[src/rtl/dds_sweep_ctrl.sv]
// Frequency/phase word sequencer for the DDS core: linear sweeps from k_start to
// k_stop with a per-word dwell, in single, repeat or triangle mode.
module dds_sweep_ctrl #(
  parameter int KW = 32,
  parameter int PW = 11,
  parameter int DW = 16
) (
  input  logic          clk,
  input  logic          rst_n,
  input  logic          start,
  input  logic          abort,
  input  logic [KW-1:0] k_start,
  input  logic [KW-1:0] k_stop,
  input  logic [KW-1:0] k_step,
  input  logic [DW-1:0] dwell,
  input  logic [PW-1:0] phase,
  input  logic [1:0]    mode,
  output logic [KW-1:0] k_out,
  output logic [PW-1:0] p_out,
  output logic          busy,
  output logic          done
);

  localparam logic [0:0] S_IDLE = 1'b0;
  localparam logic [0:0] S_RUN  = 1'b1;

  localparam logic [1:0] M_REPEAT   = 2'b01;
  localparam logic [1:0] M_TRIANGLE = 2'b10;

  logic [0:0]    state_q, state_d;
  logic [KW-1:0] k_q, k_d;
  logic [PW-1:0] p_q, p_d;
  logic          busy_q, busy_d;
  logic          done_q, done_d;
  logic [DW-1:0] cnt_q, cnt_d;
  logic [DW-1:0] dwell_q, dwell_d;
  logic [KW-1:0] kstart_q, kstart_d;
  logic [KW-1:0] kstop_q, kstop_d;
  logic [KW-1:0] step_q, step_d;
  logic [KW-1:0] tgt_q, tgt_d;
  logic          up_q, up_d;
  logic [1:0]    mode_q, mode_d;
  logic [KW-1:0] swap_tgt;

  // One step toward tgt, clamped; the extra bit catches overflow/underflow.
  function automatic logic [KW-1:0] step_toward(input logic [KW-1:0] k,
                                                input logic [KW-1:0] tgt,
                                                input logic          up,
                                                input logic [KW-1:0] stp);
    logic [KW:0] sum;
    if (up) begin
      sum = {1'b0, k} + {1'b0, stp};
      step_toward = (sum > {1'b0, tgt}) ? tgt : sum[KW-1:0];
    end else begin
      sum = {1'b0, k} - {1'b0, stp};
      step_toward = (sum[KW] || (sum[KW-1:0] < tgt)) ? tgt : sum[KW-1:0];
    end
  endfunction

  always_comb begin
    state_d  = state_q;
    k_d      = k_q;
    p_d      = p_q;
    busy_d   = busy_q;
    done_d   = 1'b0;
    cnt_d    = cnt_q;
    dwell_d  = dwell_q;
    kstart_d = kstart_q;
    kstop_d  = kstop_q;
    step_d   = step_q;
    tgt_d    = tgt_q;
    up_d     = up_q;
    mode_d   = mode_q;
    swap_tgt = (tgt_q == kstop_q) ? kstart_q : kstop_q;

    case (state_q)
      S_IDLE: begin
        if (start) begin
          state_d  = S_RUN;
          k_d      = k_start;
          p_d      = phase;
          busy_d   = 1'b1;
          cnt_d    = '0;
          dwell_d  = dwell;
          kstart_d = k_start;
          kstop_d  = k_stop;
          step_d   = (k_step == '0) ? {{(KW-1){1'b0}}, 1'b1} : k_step;
          tgt_d    = k_stop;
          up_d     = (k_stop >= k_start);
          mode_d   = mode;
        end
      end
      default: begin
        if (cnt_q == dwell_q) begin
          cnt_d = '0;
          if (k_q != tgt_q) begin
            k_d = step_toward(k_q, tgt_q, up_q, step_q);
          end else begin
            case (mode_q)
              M_REPEAT: k_d = kstart_q;
              M_TRIANGLE: begin
                // Turn around and take the first step of the return leg now.
                tgt_d = swap_tgt;
                up_d  = ~up_q;
                k_d   = step_toward(k_q, swap_tgt, ~up_q, step_q);
              end
              default: begin
                state_d = S_IDLE;
                busy_d  = 1'b0;
                done_d  = 1'b1;
              end
            endcase
          end
        end else begin
          cnt_d = cnt_q + 1'b1;
        end
      end
    endcase

    if (abort) begin
      state_d = S_IDLE;
      k_d     = '0;
      p_d     = '0;
      busy_d  = 1'b0;
      done_d  = 1'b0;
      cnt_d   = '0;
    end
  end

  always_ff @(posedge clk or negedge rst_n) begin
    if (!rst_n) begin
      state_q  <= S_IDLE;
      k_q      <= '0;
      p_q      <= '0;
      busy_q   <= 1'b0;
      done_q   <= 1'b0;
      cnt_q    <= '0;
      dwell_q  <= '0;
      kstart_q <= '0;
      kstop_q  <= '0;
      step_q   <= '0;
      tgt_q    <= '0;
      up_q     <= 1'b0;
      mode_q   <= '0;
    end else begin
      state_q  <= state_d;
      k_q      <= k_d;
      p_q      <= p_d;
      busy_q   <= busy_d;
      done_q   <= done_d;
      cnt_q    <= cnt_d;
      dwell_q  <= dwell_d;
      kstart_q <= kstart_d;
      kstop_q  <= kstop_d;
      step_q   <= step_d;
      tgt_q    <= tgt_d;
      up_q     <= up_d;
      mode_q   <= mode_d;
    end
  end

  assign k_out = k_q;
  assign p_out = p_q;
  assign busy  = busy_q;
  assign done  = done_q;

endmodule

[config.mk]
export PLATFORM = sky130hd
export DESIGN_NAME = dds_sweep_ctrl
export DESIGN_NICKNAME = d
export VERILOG_FILES = /design/src/rtl/dds_sweep_ctrl.sv
export SDC_FILE = /design/constraint.sdc
export NUM_CORES = 1
export LEC_CHECK = 0
export CAP_MARGIN = 20
export CORE_MARGIN = 4
export CORE_UTILIZATION = 35
export CTS_CLUSTER_DIAMETER = 40
export DETAILED_ROUTE_END_ITERATION = 7
export GPL_TIMING_DRIVEN = 0
export PLACE_DENSITY = 0.62
export SLEW_MARGIN = 20
export SYNTH_ARGS = -nofsm -noshare
export SYNTH_HDL_FRONTEND = slang
export SYNTH_SLANG_ARGS = --single-unit
[constraint.sdc]
create_clock -name clk -period 13.5 [get_ports clk]
set_input_delay 2.7 -clock clk [delete_from_list [all_inputs] [get_ports clk]]
set_output_delay 2.7 -clock clk [all_outputs]
set_load 0.03 [all_outputs]
# Word level (Yosys, flattened, before mapping)
# Index checks and enable logic that the tools add are counted.
# word_totals
regBits,209
latchBits,0
ramBits,0
romBits,0
inputBits,129
out_inout_bits,45
wordCells,96
mem_count,0
# classes
add_sub_neg,3
n_mul,0
div,0
order_cmp,5
n_eq_ne,13
shift,0
n_mux,48
bitwise_logic,2
n_reduce_logical,12
# op_table
operator,count
$mux W32,18
$gt A33 B32 Y1,2
$lt A32 B32 Y1,2
$mux W16,4
$pmux W32 S2,1
$add A32 B32 Y33,1
$mux W11,3
$sub A32 B32 Y33,1
$eq A32 B32 Y1,1
$ge A32 B32 Y1,1
$logic_not A32 Y1,1
$ne A32 B32 Y1,1
$mux W1,22
$add A16 B1 Y16 const B,1
$eq A16 B16 Y1,1
$reduce_and A4 Y1,2
$ne A3 B3 Y1 const B,2
$ne A5 B2 Y1 const B,1
$ne A2 B1 Y1 const B,2
$ne A2 B2 Y1 const B,2
$reduce_and A2 Y1,2
$reduce_bool A2 Y1,2
$ne A3 B2 Y1 const B,1
$reduce_and A3 Y1,1
6 further kinds,8

# Logic depth before layout (Yosys ltp)
# Gate-level depths: netlist of the first run.
# logic_depth
word_depth,11
mapped_depth,25
mapped_depth_nobuf,24

# Worst setup path after synthesis of the first run
# OpenSTA, ideal clock, no wires.
# synth_timing
path_type,reg2reg
start,"reg k_q[19], in the netlist k_out[19]"
end,"reg k_q[2], in the netlist k_out[2]"
setup_time_ns,0.124
arrival_ns,5.271
required_ns,13.376
path_slack_ns,8.105
path_stages_with_launch,25
path_buffers,3
period_less_slack_ns,5.395
cell_sequence,dfrtp_1 -> ha_1 -> buf_2 -> nor4_1 -> nand4_1 -> nor4b_1 -> o21ai_0 -> nand3_1 -> a31o_2 -> mux2_2 -> nor2_1 -> inv_1 -> ha_1 -> nand2_1 -> nor4_1 -> nand3_1 -> o31a_1 -> a31oi_1 -> or2_1 -> buf_4 -> buf_6 -> nand2_1 -> o211ai_1 -> a31oi_1 -> a211o_1
# synth_between
elab_chain_len,10
word_cells_on_any_way,22
cone_classes,add/sub (2); order compare (4); eq/ne (2); mux (11); reduce/logical (3)
# synth_lines
element,line_no,rtl
"start, declared",31,"logic [KW-1:0] k_q, k_d;"
"start signal, assigned",147,k_q <= k_d;
$sub A32 B32 Y33,55,"sum = {1'b0, k} - {1'b0, stp};"
$lt A32 B32 Y1,56,step_toward = (sum[KW] || (sum[KW-1:0] < tgt)) ? tgt : sum[KW-1:0];
$logic_or A1 B1 Y1,56,
$mux W32,56,
$mux W32,51,if (up) begin
$pmux W32 S2,99,case (mode_q)
$mux W32,96,if (k_q != tgt_q) begin
$mux W32,94,if (cnt_q == dwell_q) begin
$mux W32,76,case (state_q)
$mux W32,120,if (abort) begin
# Several ways; a longest one is shown, not always the timed one. The select of a mux whose other input is x is not followed.
# A chain may end at the register's enable or synchronous reset.

# Worst setup path after layout of the first run
# layout_timing
start,"reg k_q[20], in the netlist k_out[20]"
end,"reg k_q[16], in the netlist k_out[16]"
# Same word-level chain as after synthesis.

==> summary.txt, run 1 <==
Status -> finished, final reports clean
Cells on worst reg2reg path -> 20
Largest net degree at the start of global routing -> 75
Dpl cells -> 3296
Max incr delay on CP -> 0.86 ns
Critical path data arrival time -> 8.15 ns
Final nets -> 3005
Crit path capture -> k_out[16]$_DFFE_PN0P_
CP required -> 13.94 ns
Non-filler cells, final -> 3381
Fin area -> 23400 sq um
Detailed Routing Iterations Pass 1 -> 6
DP HPWL -> 73.4 mm
RR Endpoint -> k_out[16]$_DFFE_PN0P_
Register area share after synthesis -> 27.5%
Synthesis Warnings -> 0
Die W -> 241 microns
Transition time at the pin with the least slew margin -> 1.16 ns
CTS tree -> yes
Critical path class -> reg2reg
Core Region -> 53800 sq um
Share of layout cells above drive strength 1 -> 5.66%
Total grt overflow -> 0
Leak pwr -> 10.5 nW
Final wirelength -> 89.7 mm
CP Cell Sequence -> ha_1, buf_2, a21oi_1, o31ai_1, or4_1, a2111o_1, o21ai_2, nor4b_1, a211oi_1, inv_1, ha_1, a21o_1, a21o_1, a2111oi_1, a22oi_1, nand2_1, clkbuf_1, o221ai_1, a221oi_1, o21ai_1
Drt drc -> 0
Antenna-violating nets left -> 0
Worst Hold Class -> reg2reg
Post-CTS setup buffers -> 0
Synth Register Bits -> 209
CTS-repair resized insts -> 0
Gp weighted congestion -> 1.01
H-tree depth -> 2
Distinct cells, synth -> 84
Sink Count -> 209
Sum of negative setup slack -> 0 ns
I/O Pins -> 174
Tmin final -> 7.71 ns
Starting Density -> 35.4%
Final Hold Viols -> 0
Num CTS Buffers -> 47
Yosys top cell by area -> dfrtp_1
Skew final -> 0.0197 ns
Final setup fails -> 0
Number of placement rows -> 85
Root Buffer -> clkbuf_16
Slowest stage cell on the critical path -> a2111oi_1
Latest clock arrival within the worst-skew pair -> 0.59 ns
Ranking of synthesized cells by area -> dfrtp_1 27%, ha_1 15%, nand2_1 8.0%
Placement Cell Area -> 21700 sq um
Area grow syn2layout -> 22.8%
DR vias/cell -> 5.89
Synth top area share -> 27.5%
Vias in the first global route -> 19400
Crit end category -> flop
Initial antenna violation count -> 0
Worst-path clk slew -> 0.05 ns
Syn_nets -> 2782
Slew margin rel. -> 22.7%
RSZ-0062 raised after global routing -> false
Port-buffer cells -> 172
Syn avg cell area -> 7.84 sq um
Crit start category -> flop
Post-synth top cells -> 405 x nand2_1, 252 x o21ai_0, 225 x ha_1, 209 x dfrtp_1, 167 x a21oi_1
Fmax -> 130 MHz
Fillers -> 5439
Count leader, synth -> nand2_1
Post-CTS Hold Buffers -> 0
Wire length per cell -> 26.5 microns
Crit Path Max Fanout -> 10
Initial drt markers -> 1958
Final period utilization -> 57.1%
Max VDD drop -> 0.0939 mV
Cell area power density -> 179 nW/um^2
Die area -> 58200 sq um
Antenna diodes -> 0
FF-to-FF setup slack -> 5.79 ns
Global-route usage over all layers -> 30.1%
Max cap viols -> 0
Number of synthesized flops with an enable pin -> 0
First-pass GRT wire length -> 129 mm
Via Count -> 19900
Final slew viol count -> 0
Die H -> 241 microns
Mapped Area -> 19000 sq um
Worst reg2reg path startpoint -> k_out[20]$_DFFE_PN0P_
Worst setup path startpoint -> k_out[20]$_DFFE_PN0P_
Asr flop ratio synth -> 100%
Cell count after synthesis -> 2426
Max Root-Sink Buffers -> 3
Ys flop type -> dfrtp_1
## state kept, by name (all words and copies together), names as in the netlist
signal / count
step_q: 32
kstop_q: 32
up_q: 1
mode_q: 2
tgt_q: 32
p_out: 11
k_out: 32
cnt_q: 16
busy: 1
dwell_q: 16
kstart_q: 32
done: 1
state_q: 1
## worst min path at each step
| stage | start | endpoint | slack, ns | depth (start not counted) |
|---|---|---|---|---|
| 6_report | dwell_q[15]$_DFFE_PN0P_ | dwell_q[15]$_DFFE_PN0P_ | 0.50 | 2 |
| 5_1_grt | dwell_q[15]$_DFFE_PN0P_ | dwell_q[15]$_DFFE_PN0P_ | 0.52 | 2 |
| 4_1_cts | dwell_q[15]$_DFFE_PN0P_ | dwell_q[15]$_DFFE_PN0P_ | 0.50 | 2 |
| 3_5_place_dp | dwell_q[15]$_DFFE_PN0P_ | dwell_q[15]$_DFFE_PN0P_ | 0.49 | 2 |
| 3_3_place_gp | dwell_q[15]$_DFFE_PN0P_ | dwell_q[15]$_DFFE_PN0P_ | 0.48 | 2 |
| 2_1_floorplan | kstart_q[13]$_DFFE_PN0P_ | kstart_q[13]$_DFFE_PN0P_ | 0.47 | 2 |
## logic make-up after synthesis
| logic type | Yosys count | synth area share (%) |
|---|---|---|
| buffers and inverters | 287 | 6.07 |
| AO/OA/AOI/OAI | 736 | 24.2 |
| adder cells (fa/ha/maj) | 227 | 15.0 |
| multiplexers | 41 | 2.18 |
| AND/OR/NAND/NOR | 792 | 18.9 |
| XOR/XNOR | 134 | 6.17 |
| flip-flops | 209 | 27.5 |
## layout by cell type, fill, tap and decap left out, types with 13 or more instances in the layout
cell type        instances
nand2_1                405
o21ai_0                252
ha_1                   225
dfrtp_1                209
clkdlybuf4s50_1        171
a21oi_1                167
inv_1                  156
nor2_1                 124
xnor2_1                 92
clkbuf_1                81
clkbuf_16               48
nand4_1                 46
a21o_1                  44
xor2_1                  42
nand3_1                 41
mux2i_1                 38
o211ai_1                37
and3_1                  34
nor4_1                  31
buf_2                   28
a211oi_1                28
o21ai_1                 27
nor3_1                  26
nor2b_1                 22
a31oi_1                 19
nand2b_1                19
a221oi_1                18
o221ai_1                17
o31ai_1                 15
o21bai_1                13
## stage by stage
stage          util, %  hold slack (ns)  setup slack [ns]  power, mW
5_1_grt           43.4            0.515              5.69       4.39
3_5_place_dp      40.3            0.488              6.15       2.91
4_1_cts           43.4            0.500              6.13       4.13
2_1_floorplan        -            0.466              8.10       2.10
3_3_place_gp      40.2            0.485             0.197       2.88
6_report          43.4            0.495              5.79       4.17
## critical path, delay by kind of cell, from the launching register on
family	cells	cell delay, ns
compound gates	12	4.20
fa+ha+maj	2	0.70
buf+inv	3	1.06
flops	1	0.49
simple gates	3	1.10
## per-layer routing
| metal | part of all wire (%) | vias up | track usage, % |
|---|---|---|---|
| met2 | 45 | 854 | 48.3 |
| met5 | 0 | - | 0 |
| li1 | - | 9126 | - |
| met3 | 7.5 | 208 | 4.46 |
| met4 | 5.0 | 0 | 13.6 |
| met1 | 42 | 9737 | 40.5 |
## where the power goes
part / total [mW] / internal, mW / switching (mW)
sequential: 0.845 / 0.708 / 0.137
clock: 1.20 / 0.800 / 0.402
combinational: 2.13 / 0.721 / 1.40
total: 4.17 / 2.23 / 1.94
## cell type report
class | count | area [sq um] | share of cell area, %
Clock buffer | 63 | 1360 | 5.81
Tap cell | 696 | 871 | 3.73
Inverter | 161 | 604 | 2.59
Buffer | 126 | 552 | 2.36
Clock inverter | 22 | 295 | 1.26
Sequential cell | 209 | 5230 | 22.4
Timing Repair Buffer | 174 | 1780 | 7.63
Multi-Input combinational cell | 1930 | 12700 | 54.2
(Power assumes the default switching activity.)
==> inputs of run 2 (changes only) <==
==> constraint.sdc (replaced) <==
create_clock -name clk -period 7.16 [get_ports clk]
set_input_delay 1.432 -clock clk [delete_from_list [all_inputs] [get_ports clk]]
set_output_delay 1.432 -clock clk [all_outputs]
set_load 0.03 [all_outputs]
==> summary.txt, run 2 (same netlist as run 1, synthesis figures left out) <==
Placement Cell Area -> 21700 sq um (unchanged)
Die area -> 58200 sq um (unchanged)
I/O Pins -> 174 (unchanged)
H-tree depth -> 2 (unchanged)
CP Cell Sequence -> xor2_1, nor4_1, nand4_1, nor2_1, buf_2, mux2i_1, ha_1, nand2_1, a2bb2oi_1, o211ai_1, a2111o_1, a221o_1, o2bb2ai_1, buf_2, buf_2, o211ai_1, o211ai_1, o211ai_1, nand3_1
Crit Path Max Fanout -> 10 (unchanged)
Sum of negative setup slack -> -0.379 ns (-0.379 ns)
DP HPWL -> 73.4 mm (unchanged)
Max Root-Sink Buffers -> 3 (unchanged)
Transition time at the pin with the least slew margin -> 1.13 ns (-0.0220 ns)
Worst Hold Slack -> 0.492 ns (-0.00355 ns)
Sink Count -> 209 (unchanged)
Most frequent cells in the layout -> 405 x nand2_1, 252 x o21ai_0, 225 x ha_1
CTS tree -> yes
Final nets -> 3005 (unchanged)
Initial drt markers -> 2052 (+4.8%)
DR vias/cell -> 5.88 (-0.28%)
Largest net degree at the start of global routing -> 75 (unchanged)
Non-filler cells, final -> 3381 (unchanged)
Final setup fails -> 8 (+8)
Final slew viol count -> 0 (unchanged)
Port-buffer cells -> 172 (unchanged)
Critical Path Most Common Cell -> o211ai_1
Via Count -> 19900 (-0.28%)
Gp weighted congestion -> 1.01 (unchanged)
Critical path data arrival time -> 7.79 ns (-0.36 ns)
Core Region -> 53800 sq um (unchanged)
Violated checks -> negative setup slack
Final wirelength -> 89.7 mm (about the same)
Max cap viols -> 0 (unchanged)
Total grt overflow -> 0 (unchanged)
Crit end category -> flop
Starting Density -> 35.4% (unchanged)
RSZ-0062 raised after global routing -> false
CP required -> 7.66 ns (-6.28 ns)
Post-layout util -> 43.5% (+0.10 points)
Slew margin rel. -> 24.2% (+1.5 points)
Max incr delay on CP -> 0.88 ns (+0.02 ns)
Cells on worst reg2reg path -> 19 (-5.0%)
Final Hold Viols -> 0 (unchanged)
Max VDD drop -> 0.178 mV (+89%)
Slowest stage cell on the critical path -> nor4_1
Area grow syn2layout -> 23.0%
Final WS setup -> -0.123 ns (-5.91 ns)
Share of layout cells above drive strength 1 -> 6.03% (+0.37 points)
Latest clock arrival within the worst-skew pair -> 0.59 ns (about the same)
Leak pwr -> 10.6 nW (+0.21%)
Crit start category -> flop
Hold path depth -> 2 (unchanged)
Antenna-violating nets left -> 0 (unchanged)
Wire length per cell -> 26.5 microns (about the same)
Initial antenna violation count -> 0 (unchanged)
Critical path class -> reg2reg
Detailed Routing Iterations Pass 1 -> 5 (-1)
Final period utilization -> 102% (+45 points)
Most common cell after layout, fill and taps aside -> nand2_1
Cell area power density -> 337 nW/um^2 (+89%)
Drt drc -> 0 (unchanged)
Num CTS Buffers -> 47 (unchanged)
Fin area -> 23400 sq um (+0.23%)
Global-route usage over all layers -> 30.1% (about the same)
Antenna diodes -> 0 (unchanged)
Skew final -> 0.0230 ns (+0.00328 ns)
Tot Pwr -> 7.89 mW (+89%)
Number of placement rows -> 85 (unchanged)
Dpl cells -> 3296 (unchanged)
Die W -> 241 microns (unchanged)
Placement Setup Slack -> -0.185 ns (-6.34 ns)
Status -> finished, violations left
Root Buffer -> clkbuf_16
Worst Hold Class -> reg2reg
First-pass GRT wire length -> 129 mm (unchanged)
Worst-path clk slew -> 0.05 ns (about the same)
Die H -> 241 microns (unchanged)
Post-CTS Hold Buffers -> 0 (unchanged)
Tmin final -> 7.28 ns (-0.428 ns)
Fmax -> 137 MHz (+5.9%)
Vias in the first global route -> 19400 (+0.12%)
## run 2: cell counts in the layout (fill, tap and decap cells not counted)
No cell type changed its count.
## run 2: path summary, 6_finish.rpt
| kind | start | endpoint | slack (ns) |
|---|---|---|---|
| max reg2reg | tgt_q[1]$_DFFE_PN0P_ | k_out[1]$_DFFE_PN0P_ | -0.12 |
| min | dwell_q[5]$_DFFE_PN0P_ | dwell_q[5]$_DFFE_PN0P_ | 0.49 |
| max in group asynchronous | rst_n | p_out[8]$_DFFE_PN0P_ | 5.12 |
| min in group asynchronous | rst_n | step_q[5]$_DFFE_PN0P_ | 0.83 |
| min reg2reg | dwell_q[5]$_DFFE_PN0P_ | dwell_q[5]$_DFFE_PN0P_ | 0.49 |
| max | tgt_q[1]$_DFFE_PN0P_ | k_out[1]$_DFFE_PN0P_ | -0.12 |
## run 2: final cells by class
type | count | area, sq um
inverter | 161 | 604
clock inverter | 22 | 295
fill | 5432 | 30400
buffer | 126 | 556
timing repair buffer | 174 | 1780
sequential | 209 | 5230
multi-input combinational | 1930 | 12700
clock buffer | 63 | 1360
tap | 696 | 871
## run 2: what timing repair did
item,in CTS,in global routing
buffers inserted,0,0
gates cloned,0,0
gates resized for setup,5,10
endpoints found under the setup margin,29,32
## run 2: worst max-delay path, delay by kind of cell, from the launching register on
family                     cells  cell delay (ns)
adders and majority gates      1             0.37
AOI/OAI and AO/OA              8             2.29
muxes                          1             0.61
buffers and inverters          3             1.21
and+or+nand+nor                5             1.92
DFF                            1             0.49
xor gates and xnor gates       1             0.28
## run 2: where the power goes
part           total [mW]  internal, mW  switching (mW)
logic                4.03          1.37            2.66
clock network        2.27          1.51           0.759
registers            1.59          1.33           0.260
## run 2: routing by layer
metal	share of wire [%]	routed length (microns)	up-vias	track usage, %
met5	0	0	-	0
met2	45	40700	842	48.4
met4	4.8	4350	0	13.5
met1	43	38500	9710	40.4
li1	-	-	9125	-
met3	6.9	6230	192	4.46
